[config.mk]
export PLATFORM = sky130hd
export DESIGN_NAME = page_leaf_loopback
export DESIGN_NICKNAME = d
export VERILOG_FILES = /design/src/rtl/page_leaf_pkg.sv /design/src/rtl/page_leaf_chan.sv /design/src/rtl/page_leaf_loopback.sv
export SDC_FILE = /design/constraint.sdc
export NUM_CORES = 2
export LEC_CHECK = 0
export BUFFER_PORTS_ARGS = -buffer_cell sky130_fd_sc_hd__buf_2
export CORE_ASPECT_RATIO = 0.8
export CORE_MARGIN = 8
export CORE_UTILIZATION = 40
export CTS_CLUSTER_DIAMETER = 150
export DETAILED_ROUTE_END_ITERATION = 8
export GPL_TIMING_DRIVEN = 0
export PLACE_DENSITY = 0.64
export SLEW_MARGIN = 20
export SYNTH_ARGS = -nofsm -noshare
export SYNTH_HDL_FRONTEND = slang
export SYNTH_HIERARCHICAL = 1
export SYNTH_SLANG_ARGS = --single-unit
[constraint.sdc]
create_clock -name clk -period 6.1 [get_ports clk]
set_input_delay 0.61 -clock clk [delete_from_list [all_inputs] [get_ports clk]]
set_output_delay 0.61 -clock clk [all_outputs]
set_load 0.02 [all_outputs]
[src/rtl/page_leaf_pkg.sv]
// Shared constants and helpers for the loopback leaf page.
package page_leaf_pkg;

  localparam int unsigned DEF_PKT_W = 49;
  localparam int unsigned VALID_BIT = DEF_PKT_W - 1;

  function automatic int unsigned clog2(input int unsigned n);
    int unsigned r;
    r = 0;
    while ((32'd1 << r) < n) r++;
    return r;
  endfunction

endpackage

[src/rtl/page_leaf_chan.sv]
// One leaf channel: packet FIFO, start latch, resend replay and sticky overflow.
module page_leaf_chan
  import page_leaf_pkg::*;
#(
  parameter int unsigned PKT_W = DEF_PKT_W,
  parameter int unsigned DEPTH = 4
) (
  input  logic             clk,
  input  logic             reset_n,
  input  logic [PKT_W-1:0] din,
  input  logic             resend,
  input  logic             ap_start,
  output logic [PKT_W-1:0] dout,
  output logic             overflow
);

  localparam int unsigned ADDR_W = clog2(DEPTH);
  localparam int unsigned VLD    = PKT_W - 1;

  logic [PKT_W-1:0]  mem [DEPTH];
  logic [ADDR_W-1:0] wr_ptr;
  logic [ADDR_W-1:0] rd_ptr;
  logic [ADDR_W:0]   count;
  logic              started;
  logic [PKT_W-1:0]  last_sent;
  logic              full;
  logic              empty;
  logic              pop;
  logic              push;
  logic              drop;

  // A pop at the same edge frees a slot, so a full FIFO still accepts the push.
  always_comb begin
    full  = (count == (ADDR_W+1)'(DEPTH));
    empty = (count == '0);
    pop   = !resend && started && !empty;
    push  = din[VLD] && (!full || pop);
    drop  = din[VLD] && full && !pop;
  end

  always_ff @(posedge clk) begin
    if (push) mem[wr_ptr] <= din;
  end

  always_ff @(posedge clk or negedge reset_n) begin
    if (!reset_n) begin
      wr_ptr    <= '0;
      rd_ptr    <= '0;
      count     <= '0;
      started   <= 1'b0;
      last_sent <= '0;
      overflow  <= 1'b0;
      dout      <= '0;
    end else begin
      if (push) wr_ptr <= wr_ptr + ADDR_W'(1);
      if (pop)  rd_ptr <= rd_ptr + ADDR_W'(1);
      case ({push, pop})
        2'b10:   count <= count + (ADDR_W+1)'(1);
        2'b01:   count <= count - (ADDR_W+1)'(1);
        default: count <= count;
      endcase
      if (ap_start) started  <= 1'b1;
      if (drop)     overflow <= 1'b1;
      if (resend) begin
        dout <= last_sent;
      end else if (pop) begin
        dout      <= mem[rd_ptr];
        last_sent <= mem[rd_ptr];
      end else begin
        dout <= '0;
      end
    end
  end

endmodule

[src/rtl/page_leaf_loopback.sv]
// Loopback leaf page: NUM_CH independent leaf channels sharing one clock.
module page_leaf_loopback
  import page_leaf_pkg::*;
#(
  parameter int unsigned NUM_CH = 6,
  parameter int unsigned PKT_W  = DEF_PKT_W,
  parameter int unsigned DEPTH  = 4
) (
  input  logic                    clk,
  input  logic                    reset_n,
  input  logic [NUM_CH*PKT_W-1:0] din_leaf_bft2interface,
  output logic [NUM_CH*PKT_W-1:0] dout_leaf_interface2bft,
  input  logic [NUM_CH-1:0]       resend,
  input  logic [NUM_CH-1:0]       ap_start,
  output logic [NUM_CH-1:0]       overflow
);

  for (genvar g = 0; g < NUM_CH; g++) begin : g_chan
    page_leaf_chan #(
      .PKT_W (PKT_W),
      .DEPTH (DEPTH)
    ) u_chan (
      .clk      (clk),
      .reset_n  (reset_n),
      .din      (din_leaf_bft2interface[g*PKT_W +: PKT_W]),
      .resend   (resend[g]),
      .ap_start (ap_start[g]),
      .dout     (dout_leaf_interface2bft[g*PKT_W +: PKT_W]),
      .overflow (overflow[g])
    );
  end

endmodule

==> impl_metrics.toml <==
[place]
io_buffers = 601
place_area_um2 = 74100
dp.cells = 6333
dp_slack_ps = 3207
dp_hpwl_mm = 105.2
gp_congestion = 0.7427

[routing]
drcViolationCount = 0
wl_per_cell_um = 22.42
via_per_inst = 4.961
first_pass_iters = 5
routed_wirelength_mm = 156.7
drt_iter0_drc = 2368
ant_nets = 0
routed-via-count = 34680

[clock_network]
cts_setup_buffers = 0
cts_made_buffers = 181
cts_tree = "done"
clk_path_buf_depth = 3
cts_resized = 0
clk_pin_slew_ps = 50
cts_root_buf = "clkbuf_16"
cts_sinks = 1818
clock_latency_ps = 800
cts_max_level = 4
ctsHoldBuffers = 299

[critical_path]
r2r_setup_slack_ps = 3810
slowest_stage = "dlygate4sd3_1"
path_buf_inv = 5
crit_chain = "dlygate4sd3_1 > buf_2 > buf_2 > inv_1 > a31oi_1 > and2_4 > buf_16"
criticalPathCategory = "in -> reg"
startpoint_type = "primary input"
cp.arrival_ps = 3000
max_stage_delay_ps = 580
cpMostUsedCell = "buf_2"
critical_path.top_delay_family = "buffers and inverters"
cp-end-kind = "register"
required_ps = 6550
cp_max_fo = 33

[global_route]
gr-total-overflow = 0
grt_pass1_vias = 37110
grt_max_degree = 92
antenna_found_initial = 37
grt_pass1_wl_mm = 236.3
grtUsageTotal = 0.1697

[power]
p_leak_nw = 34.59
p_per_area_nw_per_um2 = 500.5
irDropWorstVdd_mv = 0.2810

[finish]
final_nets = 4909
drive_gt1_frac = 0.2921
final_common_cell = "edfxtp_1"
final_cell_mix = "edfxtp_1 (1176), buf_2 (672), dfrtp_1 (642), a21o_1 (588), nor2b_1 (300)"
post-route-cell-area_um2 = 83200
syn_to_final_growth_pct = 23.42
final_cells = 6991

[floorplan]
die_height_um = 383.2
coreArea_um2 = 167200
start_util = 0.4033
fp.dieW_um = 475.0
ios = 608
dieArea_um2 = 182000
rows = 134

[timing]
hold_viol_final = 0
finalMaxSlewViolations = 0
clock_skew_ps = 53.57
maxSlewHeadroom = 0.5050
clock.fmax_ghz = 0.3924
rsz0062_at_grt = "false"
setup_ws_ps = 3551
worst_slew_pin_slew_ps = 742.5
fin_crit_ps = 2549
finalSetupViolCount = 0
min_period_over_period = 0.4178

[hold_path]
min_path_type = "in -> reg"

[yosys]
ys_seq_area_frac = 0.7622
netlist_instances = 3456
ys_warn_count = 6
syn_area_per_cell_um2 = 19.50
syn_nets = 3794
synthesis.area_um2 = 67410
synth_seq_cells = 1818
yosysUniqueCellTypes = 32

[job]
drv_cap = 0

[outcome]
outcome = "complete, no violations"
-- kinds of logic after synthesis --
group                    count (synthesis)  share of synthesized area
flip-flops                            1818                     0.7622
AO/OA/AOI/OAI                          672                    0.07518
AND/OR/NAND/NOR                        390                    0.03486
multiplexers                           294                    0.09823
buffers and inverters                  222                    0.01938
XOR/XNOR                                30                   0.003898
adder cells (fa/ha/maj)                 30                   0.006237
-- area by class of cell --
type                    count  area (µm²)
flip-flops and latches   1818       51380
well taps                2244        2808
fillers                 13780       83960
diodes                     15       37.54
repair buffers            932        6817
inverters                  36       135.1
multi-input cells        1416       14780
plain buffers             186        1171
clock inverters            82       970.9
clock buffers             262        5096
-- registers in the layout, indices dropped and copies added, names as in the netlist --
register and flops:
g_chan.u_chan/rd_ptr 12, g_chan.u_chan/mem 1176, g_chan.u_chan/wr_ptr 12, g_chan.u_chan/last_sent 294, g_chan.u_chan/count 18, g_chan.u_chan/started 6
g_chan.u_chan/overflow 6, g_chan.u_chan/dout 294
-- cells in the mapped netlist --
master | count | share of area
buf_4 | 42 | 0.0047
clkbuf_1 | 42 | 0.0023
o31a_1 | 6 | 0.00078
nor2b_1 | 300 | 0.028
inv_1 | 36 | 0.0020
xnor2_1 | 18 | 0.0023
dfrtp_1 | 642 | 0.24
or3_1 | 6 | 0.00056
nor2_1 | 12 | 0.00067
mux4_2 | 294 | 0.098
o211ai_1 | 6 | 0.00067
a31oi_1 | 12 | 0.0011
xor2_1 | 12 | 0.0016
a41o_1 | 6 | 0.00089
nand2b_1 | 6 | 0.00056
a21o_1 | 588 | 0.065
o21a_1 | 6 | 0.00067
o22ai_1 | 12 | 0.0011
nand2_1 | 18 | 0.0010
and2_1 | 24 | 0.0022
edfxtp_1 | 1176 | 0.52
fa_1 | 6 | 0.0018
buf_2 | 72 | 0.0053
or2_2 | 6 | 0.00056
or2_1 | 6 | 0.00056
ha_1 | 24 | 0.0045
o221ai_1 | 6 | 0.00078
o21ai_4 | 6 | 0.0014
o21ai_0 | 18 | 0.0013
a311o_1 | 6 | 0.00089
buf_6 | 30 | 0.0050
nand3_1 | 12 | 0.00089
-- path summary, 6_finish.rpt --
kind,from,end,cells past startpoint
min in group asynchronous,reset_n,g_chan[5].u_chan/dout[35]$_DFF_PN0_,2
worst min-delay path,din_leaf_bft2interface[213],g_chan[4].u_chan/mem[2][17]$_DFFE_PP_,1
worst max register to register,g_chan[2].u_chan/started$_DFFE_PN0P_,g_chan[2].u_chan/mem[3][40]$_DFFE_PP_,4
worst max-delay path,din_leaf_bft2interface[146],g_chan[2].u_chan/mem[3][40]$_DFFE_PP_,7
max in group asynchronous,reset_n,g_chan[0].u_chan/started$_DFFE_PN0P_,6
worst min register to register,g_chan[0].u_chan/last_sent[0]$_DFFE_PN0P_,g_chan[0].u_chan/dout[0]$_DFF_PN0_,1
-- routing by layer --
metal,GRT usage,share of wire,vias to the layer above
met3,0.03285,0.044,262
met2,0.2991,0.52,763
met1,0.2121,0.40,18110
met4,0.05320,0.032,12
li1,-,-,15540
met5,0,0.00047,-
-- stage by stage --
| stage | util | power [mW] | hold slack (ps) | setup TNS [ps] |
|---|---|---|---|---|
| 5_1_grt | 0.4977 | 43.75 | 19.93 | 0 |
| 4_1_cts | 0.4975 | 42.29 | 6.318 | 0 |
| 3_5_place_dp | 0.4433 | 30.86 | 457.6 | 0 |
| 6_report | 0.4977 | 41.64 | 84.44 | 0 |
| 3_3_place_gp | 0.4380 | 30.42 | 451.6 | -6403070 |
| 2_1_floorplan | - | 26.50 | 314.4 | 0 |
-- worst reg2reg max path, delay by kind of cell (launching register included) --
| kind | cells | cell delay (ps) |
|---|---|---|
| and+or+nand+nor | 2 | 630 |
| DFF | 1 | 450 |
| buffers and inverters | 1 | 270 |
| AOI/OAI and AO/OA | 1 | 560 |
-- report_power, final --
part,switching [mW],internal (mW),total [mW]
logic,6.78,5.66,12.4
registers,1.24,16.9,18.1
clock network,4.79,6.31,11.1
total,12.8,28.8,41.6
Note: power is estimated with default switching activity, not from simulation.
